`src/rtl/serv_dbus_pkg.sv`:
```
// Shared encodings for the SERV data-bus controller: access sizes, FSM states
// and the default bus timeout.
package serv_dbus_pkg;

    typedef enum logic [1:0] {
        SZ_BYTE = 2'd0,
        SZ_HALF = 2'd1,
        SZ_WORD = 2'd2
    } size_e;

    typedef enum logic [1:0] {
        ST_IDLE = 2'd0,
        ST_BUS  = 2'd1,
        ST_LOAD = 2'd2
    } state_e;

    localparam int TIMEOUT_DEFAULT = 255;

endpackage

```
`src/rtl/serv_dbus_ctrl_if.sv`:
```
// Wishbone classic data port of the SERV data-bus controller; the controller
// is the master, the memory/peripheral side is the slave.
interface serv_dbus_ctrl_if;

    logic [31:0] o_wb_adr;
    logic [31:0] o_wb_dat;
    logic [3:0]  o_wb_sel;
    logic        o_wb_we;
    logic        o_wb_cyc;
    logic [31:0] i_wb_rdt;
    logic        i_wb_ack;

    modport master (
        output o_wb_adr, o_wb_dat, o_wb_sel, o_wb_we, o_wb_cyc,
        input  i_wb_rdt, i_wb_ack
    );

    modport slave (
        input  o_wb_adr, o_wb_dat, o_wb_sel, o_wb_we, o_wb_cyc,
        output i_wb_rdt, i_wb_ack
    );

endinterface

```
`src/rtl/serv_dbus_sel.sv`:
```
// Combinational byte-enable and misalignment decode for a (size, adr[1:0])
// pair; reserved size 3 decodes as a word access.
module serv_dbus_sel
    import serv_dbus_pkg::*;
(
    input  logic [1:0] size,
    input  logic [1:0] adr,
    output logic [3:0] sel,
    output logic       misalign
);

    always_comb begin
        // NOTE: defaults first so every path assigns both outputs and no latch is inferred.
        sel      = 4'b1111;
        misalign = 1'b0;
        case (size)
            SZ_BYTE: sel = 4'b0001 << adr;
            SZ_HALF: begin
                sel      = adr[1] ? 4'b1100 : 4'b0011;
                misalign = adr[0];
            end
            default: misalign = |adr;
        endcase
    end

endmodule

```
`src/rtl/serv_dbus_ctrl.sv`:
```
// SERV data-bus transaction controller: one Wishbone classic cycle per request.
// Optional hung-cycle abort is enabled with `define SERV_DBUS_TIMEOUT_EN.
module serv_dbus_ctrl
    import serv_dbus_pkg::*;
#(
    parameter int TIMEOUT = TIMEOUT_DEFAULT,
    parameter int TO_W    = 8
) (
    input  logic             i_clk,
    input  logic             i_rst,
    input  logic             i_req,
    input  logic             i_we,
    input  logic [1:0]       i_size,
    input  logic [31:0]      i_adr,
    input  logic [31:0]      i_wdat,
    output logic             o_busy,
    output logic             o_ack,
    output logic             o_misalign,
    output logic             o_err,
    output logic             o_load,
    output logic [31:0]      o_rdat,
    serv_dbus_ctrl_if.master wb
);

    state_e     state;
    logic [3:0] sel;
    logic       misalign;
    logic       accept;
    logic       to_hit;

    serv_dbus_sel u_sel (
        .size     (i_size),
        .adr      (i_adr[1:0]),
        .sel      (sel),
        .misalign (misalign)
    );

    // LOAD is the completion cycle, so it takes a new request just like IDLE.
    assign accept = i_req && (state != ST_BUS) && !misalign;

`ifdef SERV_DBUS_TIMEOUT_EN
    logic [TO_W-1:0] to_cnt;

    always_ff @(posedge i_clk or posedge i_rst) begin
        if (i_rst)
            to_cnt <= '0;
        else if (state != ST_BUS)
            to_cnt <= '0;
        else if (!wb.i_wb_ack)
            to_cnt <= to_cnt + 1'b1;
    end

    assign to_hit = (to_cnt == TO_W'(TIMEOUT));
`else
    logic unused_cfg;
    assign unused_cfg = ^{TIMEOUT, TO_W};
    assign to_hit     = 1'b0;
`endif

    always_ff @(posedge i_clk or posedge i_rst) begin
        if (i_rst) begin
            state       <= ST_IDLE;
            o_busy      <= 1'b0;
            o_ack       <= 1'b0;
            o_misalign  <= 1'b0;
            o_err       <= 1'b0;
            o_load      <= 1'b0;
            o_rdat      <= '0;
            wb.o_wb_adr <= '0;
            wb.o_wb_dat <= '0;
            wb.o_wb_sel <= '0;
            wb.o_wb_we  <= 1'b0;
            wb.o_wb_cyc <= 1'b0;
        end else begin
            // NOTE: non-blocking assignments keep every register updating from pre-edge values.
            o_ack      <= 1'b0;
            o_misalign <= 1'b0;
            o_err      <= 1'b0;
            o_load     <= 1'b0;
            o_busy     <= accept || (state == ST_BUS);
            case (state)
                ST_BUS: begin
                    if (wb.i_wb_ack) begin
                        wb.o_wb_cyc <= 1'b0;
                        o_ack       <= 1'b1;
                        if (wb.o_wb_we) begin
                            state <= ST_IDLE;
                        end else begin
                            o_rdat <= wb.i_wb_rdt;
                            o_load <= 1'b1;
                            state  <= ST_LOAD;
                        end
                    end else if (to_hit) begin
                        wb.o_wb_cyc <= 1'b0;
                        o_ack       <= 1'b1;
                        o_err       <= 1'b1;
                        state       <= ST_IDLE;
                    end
                end
                default: begin
                    state <= ST_IDLE;
                    if (i_req && misalign) begin
                        o_misalign <= 1'b1;
                    end else if (accept) begin
                        wb.o_wb_adr <= {i_adr[31:2], 2'b00};
                        wb.o_wb_dat <= i_wdat;
                        wb.o_wb_sel <= sel;
                        wb.o_wb_we  <= i_we;
                        wb.o_wb_cyc <= 1'b1;
                        state       <= ST_BUS;
                    end
                end
            endcase
        end
    end

endmodule

```
`src/flat_wrapper.sv`:
```
// flat-port wrapper written by rule: the top's interface ports become plain ports
module serv_dbus_ctrl_flat import serv_dbus_pkg::*;
#(
    parameter int TIMEOUT = TIMEOUT_DEFAULT,
    parameter int TO_W    = 8
)
  (i_clk, i_rst, i_req, i_we, i_size, i_adr, i_wdat, o_busy, o_ack, o_misalign, o_err, o_load, o_rdat, wb_o_wb_adr, wb_o_wb_dat, wb_o_wb_sel, wb_o_wb_we, wb_o_wb_cyc, wb_i_wb_rdt, wb_i_wb_ack);
  serv_dbus_ctrl_if wb_i ();
  input  logic i_clk;
  input  logic i_rst;
  input  logic i_req;
  input  logic i_we;
  input  logic [1:0] i_size;
  input  logic [31:0] i_adr;
  input  logic [31:0] i_wdat;
  output logic o_busy;
  output logic o_ack;
  output logic o_misalign;
  output logic o_err;
  output logic o_load;
  output logic [31:0] o_rdat;
  output wire logic [$bits(wb_i.o_wb_adr)-1:0] wb_o_wb_adr;
  output wire logic [$bits(wb_i.o_wb_dat)-1:0] wb_o_wb_dat;
  output wire logic [$bits(wb_i.o_wb_sel)-1:0] wb_o_wb_sel;
  output wire logic [$bits(wb_i.o_wb_we)-1:0] wb_o_wb_we;
  output wire logic [$bits(wb_i.o_wb_cyc)-1:0] wb_o_wb_cyc;
  input wire logic [$bits(wb_i.i_wb_rdt)-1:0] wb_i_wb_rdt;
  input wire logic [$bits(wb_i.i_wb_ack)-1:0] wb_i_wb_ack;
  assign wb_o_wb_adr = wb_i.o_wb_adr;
  assign wb_o_wb_dat = wb_i.o_wb_dat;
  assign wb_o_wb_sel = wb_i.o_wb_sel;
  assign wb_o_wb_we = wb_i.o_wb_we;
  assign wb_o_wb_cyc = wb_i.o_wb_cyc;
  assign wb_i.i_wb_rdt = wb_i_wb_rdt;
  assign wb_i.i_wb_ack = wb_i_wb_ack;
  serv_dbus_ctrl #(.TIMEOUT(TIMEOUT), .TO_W(TO_W)) u_core (.i_clk(i_clk), .i_rst(i_rst), .i_req(i_req), .i_we(i_we), .i_size(i_size), .i_adr(i_adr), .i_wdat(i_wdat), .o_busy(o_busy), .o_ack(o_ack), .o_misalign(o_misalign), .o_err(o_err), .o_load(o_load), .o_rdat(o_rdat), .wb(wb_i));
endmodule
```
`config.mk`:
```
export PLATFORM = sky130hd
export DESIGN_NAME = serv_dbus_ctrl_flat
export DESIGN_NICKNAME = d
export VERILOG_FILES = /design/src/rtl/serv_dbus_pkg.sv /design/src/rtl/serv_dbus_ctrl_if.sv /design/src/rtl/serv_dbus_sel.sv /design/src/rtl/serv_dbus_ctrl.sv /design/src/flat_wrapper.sv
export SDC_FILE = /design/constraint.sdc
export NUM_CORES = 1
export LEC_CHECK = 0
export CAP_MARGIN = 40
export CORE_MARGIN = 4
export CORE_UTILIZATION = 30
export DETAILED_ROUTE_END_ITERATION = 12
export GPL_TIMING_DRIVEN = 1
export PLACE_DENSITY = 0.71
export SKIP_CTS_REPAIR_TIMING = 1
export SLEW_MARGIN = 20
export SYNTH_ARGS = -nofsm -noshare
export SYNTH_HDL_FRONTEND = slang
export SYNTH_SLANG_ARGS = --single-unit
```
`constraint.sdc`:
```
create_clock -name i_clk -period 4.65 [get_ports i_clk]
set_input_delay 0.93 -clock i_clk [delete_from_list [all_inputs] [get_ports i_clk]]
set_output_delay 0.93 -clock i_clk [all_outputs]
set_load 0.05 [all_outputs]
```
==> results, run 1 <==
- After synthesis, the most frequently instantiated cells are 106 x sky130_fd_sc_hd__dfrtp_1, 58 x sky130_fd_sc_hd__mux2_2, 37 x sky130_fd_sc_hd__mux2_4.
- The total clock buffers created by CTS is 9.
- The final wirelength is ~11000 um.
- The CTS tree is done.
- The final critical path takes up 61.6% of the cycle.
- The element type at the critical path end is a flip-flop.
- In this run the worst hold path is classified as flip-flop to flip-flop.
- For this block, the initial DRC count from the detailed router was 120.
- For the worst-skew pair, the clock arrives at the later sink with an insertion delay of 0.34 ns.
- Global routing used 5.06% of the available met3 tracks.
- The floorplan has 43 rows.
- The detail route stage leaves a number of antenna-violating nets equal to 0.
- Setup repair after global routing left no endpoint under its margin.
- The number of vias in the routed layout is 2894.
- The first global-routing pass estimated 17300 um of wire.
- The post-synthesis instance area is 4280 um2.
- The area growth from synthesis to layout is 59.7%.
- The share of cells above drive strength 1 is 26.0%.
- The maximum clock frequency is 0.349 GHz.
- The total inserted antenna cells is 0.
- Counting flops with an async set or reset pin after synthesis yields a share of 100%.
- The number of hold violations in the final report was 0.
- Dividing the detail-routed wire length by the instance count gives 17.1 um.
- The portion of the post-synthesis area used by sequential elements is 62.0%.
- The worst min-delay path startpoint is u_core.wb.o_wb_dat[24]$_DFFE_PP0P_.
- The number of remaining DRC errors is 0.
- Once detailed placement completed, the half-perimeter wirelength came to between 8000 and 9000 um.
- The largest net degree at the start of global routing is 56.
- The clock transition at the registers of the reported paths is 0.06 ns.
- The clock period could shrink to 2.87 ns.
- 210 I/O pins were placed.
- The top cell type by area accounts for 62.0% of the synthesized area.
- The number of instances in the synthesized netlist is 253.
- Port buffering added 206 buffers.
- With fillers left out, the area of the finished cells amounts to 6830 um2.
- The setup TNS is 0 ns.
- The ratio of routed vias to standard cells is around 4.5.
- The overall overflow remaining after global route is 0.
- The floorplan step set the die height to 127 um.
- The total count of max-transition violations in the final report is 0.
- Across all register-to-register paths, the minimum setup slack is slightly below 3 ns.
- The via count of the first global-routing pass was between 3000 and 4000.
- Along the worst hold path, the cell count comes to 1.
- The clock tree synthesis step divided the H-tree into 3 levels.
- At the end of routability-driven placement, the weighted congestion stood at approximately 0.73.
- Counting distinct cell types in the post-synthesis netlist gives 34.
- The length of the first detailed-routing pass in iterations is 4.
- Summed over all cells, the static leakage comes to 0.00292 uW.
- The worst-case clock skew is 0.00507 ns.
- Clock tree synthesis found a total of 106 sinks.
- The length in cells of the worst reg-to-reg path is 4.
- Synthesis inferred 106 register bits.
- In this run the mean area of a mapped cell was between 15 and 20 um2.
- The routing usage on met2 is 23.6%.
- The Yosys step of the flow raised 0 warnings.
- The clock passes through at most 2 buffers.
- In the synthesized netlist the dominant register cell turns out to be sky130_fd_sc_hd__dfrtp_1.
- After global routing, the most crowded layer is met2.
- After synthesis, the cell types taking the most area are sky130_fd_sc_hd__dfrtp_1 62%, sky130_fd_sc_hd__mux2_2 15%, sky130_fd_sc_hd__mux2_4 13%.
- For the worst setup path, the data required time is 4.87 ns.
- The critical path data arrival time is 3.08 ns.
- sky130_fd_sc_hd__dfrtp_1 is the most common cell in the netlist.
- The met1 layer usage reported by global route is 14.9%.
- For this run, the number of standard cells in the final layout without fillers is roughly 650.
- The slew at the pin closest to its max-slew limit is roughly 0.74 ns.
- Setup violations remaining at the end of the flow were counted as 0.
- Power spread over the standard cell area amounts to 669 nW/um2.
- The launching element type of the critical path is an input port.
- Measured against its own limit, the worst slew margin works out to 50.6%.
- The placed cell count is 632.
- The post-place instance area is 6520 um2.
- The worst setup path is of the input port to flip-flop kind.
- The total area inside the core boundary comes to 13900 um2.
- Global routing used 13.7% of the available tracks.
- The width of the die is 127 um.
- The destination of the worst register-to-register timing path is u_core.wb.o_wb_dat[25]$_DFFE_PP0P_.
- In this run the worst path has a maximum fanout of 15.
- CTS placed an instance of sky130_fd_sc_hd__clkbuf_16 at the clock tree root.
- The initial antenna violation count is 1.
- Across the VDD grid, the largest voltage drop is ~290 uV.
- Yosys mapped a number of flops with a built-in enable equal to 0.
- The hold-critical path endpoint is u_core.wb.o_wb_dat[24]$_DFFE_PP0P_.
- sky130_fd_sc_hd__dfrtp_1 takes more of the synthesized area than any other cell.
- The number of nets in the layout is ~570.
- The flow ran to the end, and the final reports show no timing, DRC or antenna violations.
- The max-cap check violation count is 0.
- Once the floorplan was initialized, standard cells occupied between 30 and 40% of the core.
- The start of the worst register-to-register path is u_core.state[1]$_DFFE_PP0P_.
- The total die area is 16200 um2.
[power breakdown]
part / leakage [uW] / total (uW) / internal (uW) / switching [uW]
logic: 0.00151 / 2360 / 902 / 1460
clock network: 0.000151 / 800 / 480 / 320
registers: 0.00125 / 1410 / 1240 / 169
[registers in the layout, indices dropped and copies added, names as in the netlist]
name and flops:
u_core.wb.o_wb_dat 32, u_core.o_rdat 32, u_core.o_busy 1, u_core.o_ack 1, u_core.o_misalign 1, u_core.wb.o_wb_sel 4
u_core.wb.o_wb_we 1, u_core.wb.o_wb_adr 30, u_core.wb.o_wb_cyc 1, u_core.o_load 1, u_core.state 2
[metal layers]
layer  share of wire (%)  routed length, um  vias up
li1                    -                  -     1311
met1                  36               3990     1443
met2                  53               5840      115
met3                 8.3                912       23
met4                 2.7                299        2
met5               0.072                  8        -
[worst max-delay path, stage by stage]
cell and delay (ns):
sky130_fd_sc_hd__clkdlybuf4s50_1 0.71, sky130_fd_sc_hd__nor2_4 0.11, sky130_fd_sc_hd__o211ai_4 0.64, sky130_fd_sc_hd__buf_4 0.36, sky130_fd_sc_hd__mux2_4 0.33
[how the worst max path moves through the flow]
stage / start / slack (ns) / cells after the start / end
2_1_floorplan: i_rst / 0.93 / 1 / u_core.o_ack$_DFF_PP0_
3_3_place_gp: i_adr[0] / 1.48 / 5 / u_core.wb.o_wb_dat[5]$_DFFE_PP0P_
3_5_place_dp: i_adr[0] / 1.43 / 5 / u_core.wb.o_wb_dat[25]$_DFFE_PP0P_
4_1_cts: i_adr[0] / 1.78 / 5 / u_core.wb.o_wb_dat[25]$_DFFE_PP0P_
5_1_grt: i_adr[0] / 1.69 / 5 / u_core.wb.o_wb_dat[25]$_DFFE_PP0P_
6_report: i_adr[0] / 1.78 / 5 / u_core.wb.o_wb_dat[25]$_DFFE_PP0P_
[area by class of cell]
class                   instances  area [um2]
multi-input cells             130        1490
well taps                     180         225
repair buffers                212        2130
fillers                      1249        7110
flip-flops and latches        106        2650
clock buffers                  11         243
clock inverters                 3        65.1
inverters                       4        17.5
[logic make-up (layout without fill, tap and decap cells)]
| family | Yosys count | count (layout) | share of synthesized area (%) |
|---|---|---|---|
| flops | 106 | 106 | 62.0 |
| buf+inv | 19 | 230 | 3.57 |
| simple gates | 18 | 18 | 2.95 |
| other cells | 1 | 3 | 0.0877 |
| mux | 95 | 95 | 28.3 |
| compound gates | 14 | 14 | 3.10 |
[cells in the final DEF (no fill, tap or decap), types with 2 or more instances in the layout]
master / n
sky130_fd_sc_hd__a32o_1: 2
sky130_fd_sc_hd__and2_1: 2
sky130_fd_sc_hd__buf_12: 2
sky130_fd_sc_hd__buf_4: 4
sky130_fd_sc_hd__bufinv_16: 2
sky130_fd_sc_hd__clkbuf_16: 9
sky130_fd_sc_hd__clkdlybuf4s50_1: 206
sky130_fd_sc_hd__conb_1: 3
sky130_fd_sc_hd__dfrtp_1: 106
sky130_fd_sc_hd__inv_1: 3
sky130_fd_sc_hd__mux2_2: 58
sky130_fd_sc_hd__mux2_4: 37
sky130_fd_sc_hd__nand2_1: 2
sky130_fd_sc_hd__nor2b_1: 4
sky130_fd_sc_hd__o21ai_0: 2
[through the flow]
step                      setup WS [ns]  hold slack [ns]  util, %  power (uW)
after CTS                          1.78            0.508     49.0        4640
after global routing               1.69            0.519     49.0        4770
after floorplan                   0.931            0.603        -        2960
after global placement             1.48            0.487     46.8        3770
final                              1.78            0.503     49.0        4570
after detailed placement           1.43            0.492     46.8        3810
No activity file was read; power rests on OpenSTA's default activity.
==> run 2: changes to the inputs <==
clock period = 3 ns   (was 4.65 ns; I/O delays follow)
==> run 2 against run 1 <==
Global-route usage fell by 0.15 points; critical path depth did not move; sequential share of layout area fell by 0.52 points; core utilization rose by 0.66 points; clock skew rose by 0.0011 ns; count of clock-buffer cells in the layout fell by 1; sequential cell count did not move; worst hold slack improved by 0.0039 ns; setup slack got worse by 1.1 ns; register-to-register slack got worse by 1.6 ns; non-clock buffer count rose by 6; first-iteration DRC count fell by 22%.
==> results, run 2 (same netlist as run 1, synthesis figures left out) <==
- The setup violation total in the final timing report is 0 (unchanged).
- The count of pins on the block boundary is 210 (unchanged).
- The run finished with clean final reports.
- The total die area is 16200 um2 (unchanged).
- The final core utilization is 49.7% (+0.66 points).
- The required time of the critical path is 3.23 ns (-1.64 ns).
- The start of the worst register-to-register path is u_core.state[1]$_DFFE_PP0P_.
- The maximum clock insertion buffer count came to 2 (unchanged).
- The number of nets in the layout was 572 (+1.1%).
- The largest net degree at the start of global routing is 58 (+3.6%).
- The global placement routability congestion is 0.728 (-0.78%).
- The setup TNS was 0 ns (unchanged).
- The count of port buffers added during placement is 206 (unchanged).
- The master cell of the clock root buffer is sky130_fd_sc_hd__clkbuf_16.
- The via count of the first global-routing pass was 3283 (+0.40%).
- The power density over the cells was 1030 nW/um2 (+54%).
- The total inserted antenna cells is 0 (unchanged).
- The worst-path maximum fanout came to 20 (+5).
- The register-to-register path setup slack was 1.27 ns (-1.63 ns).
- The post-place instance area was 6590 um2 (+1.1%).
- The core footprint is 13900 um2 (unchanged).
- The slew at the pin closest to its max-slew limit is 0.579 ns (-0.159 ns).
- The H-tree depth is 3 (unchanged).
- In this run the critical register-to-register path is captured at u_core.o_rdat[16]$_DFFE_PP0P_.
- The width of the die is 127 um (unchanged).
- The number of design-rule violations left by the first detailed-router iteration is 94 (-22%).
- The minimum period implied by the final worst setup slack is 2.31 ns.
- The count of standard-cell rows is 43 (unchanged).
- The placed wire-length estimate after detailed placement was 8290 um (-2.7%).
- The maximum clock frequency is 0.432 GHz.
- The largest incremental delay on the critical path is 0.70 ns (about the same).
- The number of vias in the routed layout is 2909 (+0.52%).
- The length in cells of the worst reg-to-reg path was 4 (unchanged).
- The post-synthesis to final-layout area growth is 61.8%.
- The worst min-delay path startpoint is u_core.o_rdat[18]$_DFFE_PP0P_.
- The clock net sink count is 106 (unchanged).
- The routed length on met3 is 972 um (+6.6%).
- The total count of max-transition violations in the final report is 0 (unchanged).
- The wire length per cell after detailed routing is 16.7 um (-2.1%).
- The signal on the critical path passes through clkdlybuf4s50_1, nor2_4, o211ai_4, buf_12, mux2_2.
- The number of remaining DRC errors is 0 (unchanged).
- The critical path data arrival time is 2.54 ns (-0.54 ns).
- The largest registers in the layout are u_core.o_rdat x32, u_core.wb.o_wb_dat x32, u_core.wb.o_wb_adr x30.
- The max-cap check violation count was 0 (unchanged).
- The starting density of the core is 30.7% (unchanged).
- The library cells used most frequently in the layout, excluding fill and tap cells, are 206 x sky130_fd_sc_hd__clkdlybuf4s50_1, 106 x sky130_fd_sc_hd__dfrtp_1, 58 x sky130_fd_sc_hd__mux2_2.
- The worst hold path terminates at u_core.o_rdat[18]$_DFFE_PP0P_.
- STA classifies the critical path endpoint as a flip-flop.
- The final wirelength was 11000 um (-0.86%).
- The share of cells above drive strength 1 is 27.4% (+1.5 points).
- Setup repair after global routing left no endpoint under its margin.
- The number of hold violations in the final report is 0 (unchanged).
- The cell depth of the worst hold path is 1 (unchanged).
- The worst-skew pair later-pin latency came to 0.35 ns (about the same).
- The height of the chip is 127 um (unchanged).
- The total leakage power is 0.00296 uW (+1.4%).
- The maximum resistive drop on vdd is 500 uV (+74%).
- The worst slack at placement is 0.358 ns (-1.07 ns).
- The antenna violation net count after detailed routing is 0 (unchanged).
- The top layer reached by signal wires is met5.
- The post-route clock period utilization is 77.1%.
- The final critical-path setup slack was 0.688 ns (-1.10 ns).
- The post-route cell area is 6920 um2 (+1.4%).
- The ratio of routed vias to standard cells is 4.45 (-0.71%).
- Leaving out fill and tap cells, the most frequent cell in the layout is sky130_fd_sc_hd__clkdlybuf4s50_1.
- The initial antenna violation count came to 1 (unchanged).
- The worst-case clock skew was 0.00613 ns (+0.00105 ns).
- The global-route wire length before repair is 17100 um (-1.0%).
- The clock transition at the registers of the reported paths came to 0.07 ns (about the same).
- TritonCTS built the clock tree.
- The critical setup path kind is input port to flip-flop.
- The overall routing resource usage is 13.6% (-0.15 points).
- The total clock buffers created by CTS was 9 (unchanged).
- The startpoint of the worst setup timing path is i_adr[0].
- The detailed-routing wirelength on met1 came to 3940 um (-1.2%).
- The overall overflow remaining after global route is 0 (unchanged).
- The length of the first detailed-routing pass in iterations was 4 (unchanged).
- The min-delay analysis places its worst path in the category flip-flop to flip-flop.
- The final hold slack is 0.507 ns (+0.00386 ns).
- The detailed-routed wire length on met2 was 5830 um (about the same).
- Among all stages on the critical path, the largest delay is contributed by sky130_fd_sc_hd__clkdlybuf4s50_1.
- The worst setup path is launched from an input port.
- The relative slew slack came to 61.2% (+11 points).
==> run 2: changes by cell type in the layout (fill, tap and decap cells not counted), sizes merged <==
cell	delta
clkbuf	-1
buf	+6
inv	-1
clkinvlp	+2
clkinv	+2
==> run 2: routing by layer <==
layer  global-route usage, %  vias to the layer above
met5                       0                        -
met4                    5.43                        2
met3                    5.69                       17
met2                    23.7                      122
met1                    14.5                     1444
li1                        -                     1324
==> run 2: worst max path at each step <==
stage | depth (start not counted) | slack [ns] | endpoint
floorplan | 1 | 1.13 | u_core.o_ack$_DFF_PP0_
finish | 5 | 0.69 | u_core.wb.o_wb_dat[18]$_DFFE_PP0P_
global route | 5 | 0.63 | u_core.wb.o_wb_dat[13]$_DFFE_PP0P_
CTS | 5 | 0.73 | u_core.wb.o_wb_dat[18]$_DFFE_PP0P_
global placement | 5 | 0.41 | u_core.wb.o_wb_dat[24]$_DFFE_PP0P_
detailed placement | 5 | 0.36 | u_core.wb.o_wb_dat[18]$_DFFE_PP0P_
==> run 2: critical path: cells and delay by family <==
family / cells / cell delay [ns]
AOI/OAI and AO/OA: 1 / 0.52
and+or+nand+nor: 1 / 0.10
muxes: 1 / 0.35
buffers and inverters: 2 / 0.95
==> run 2: power breakdown <==
group	switching, uW	internal [uW]	total [uW]
Sequential	268	1920	2190
Clock	525	756	1280
Combinational	2270	1410	3680
==> run 2: layout make-up <==
type,count,area (um2)
clock buffers,10,239
clock inverters,6,90.1
fillers,1182,7010
inverters,4,18.8
multi-input cells,130,1490
flip-flops and latches,106,2650
well taps,180,225
repair buffers,218,2200
==> run 2: through the flow <==
step | std cells | power, uW
final | 654 | 7150
after global routing | 654 | 7440
after CTS | 654 | 7240
after detailed placement | 638 | 5920
after global placement | 638 | 5860
after floorplan | 255 | 4580
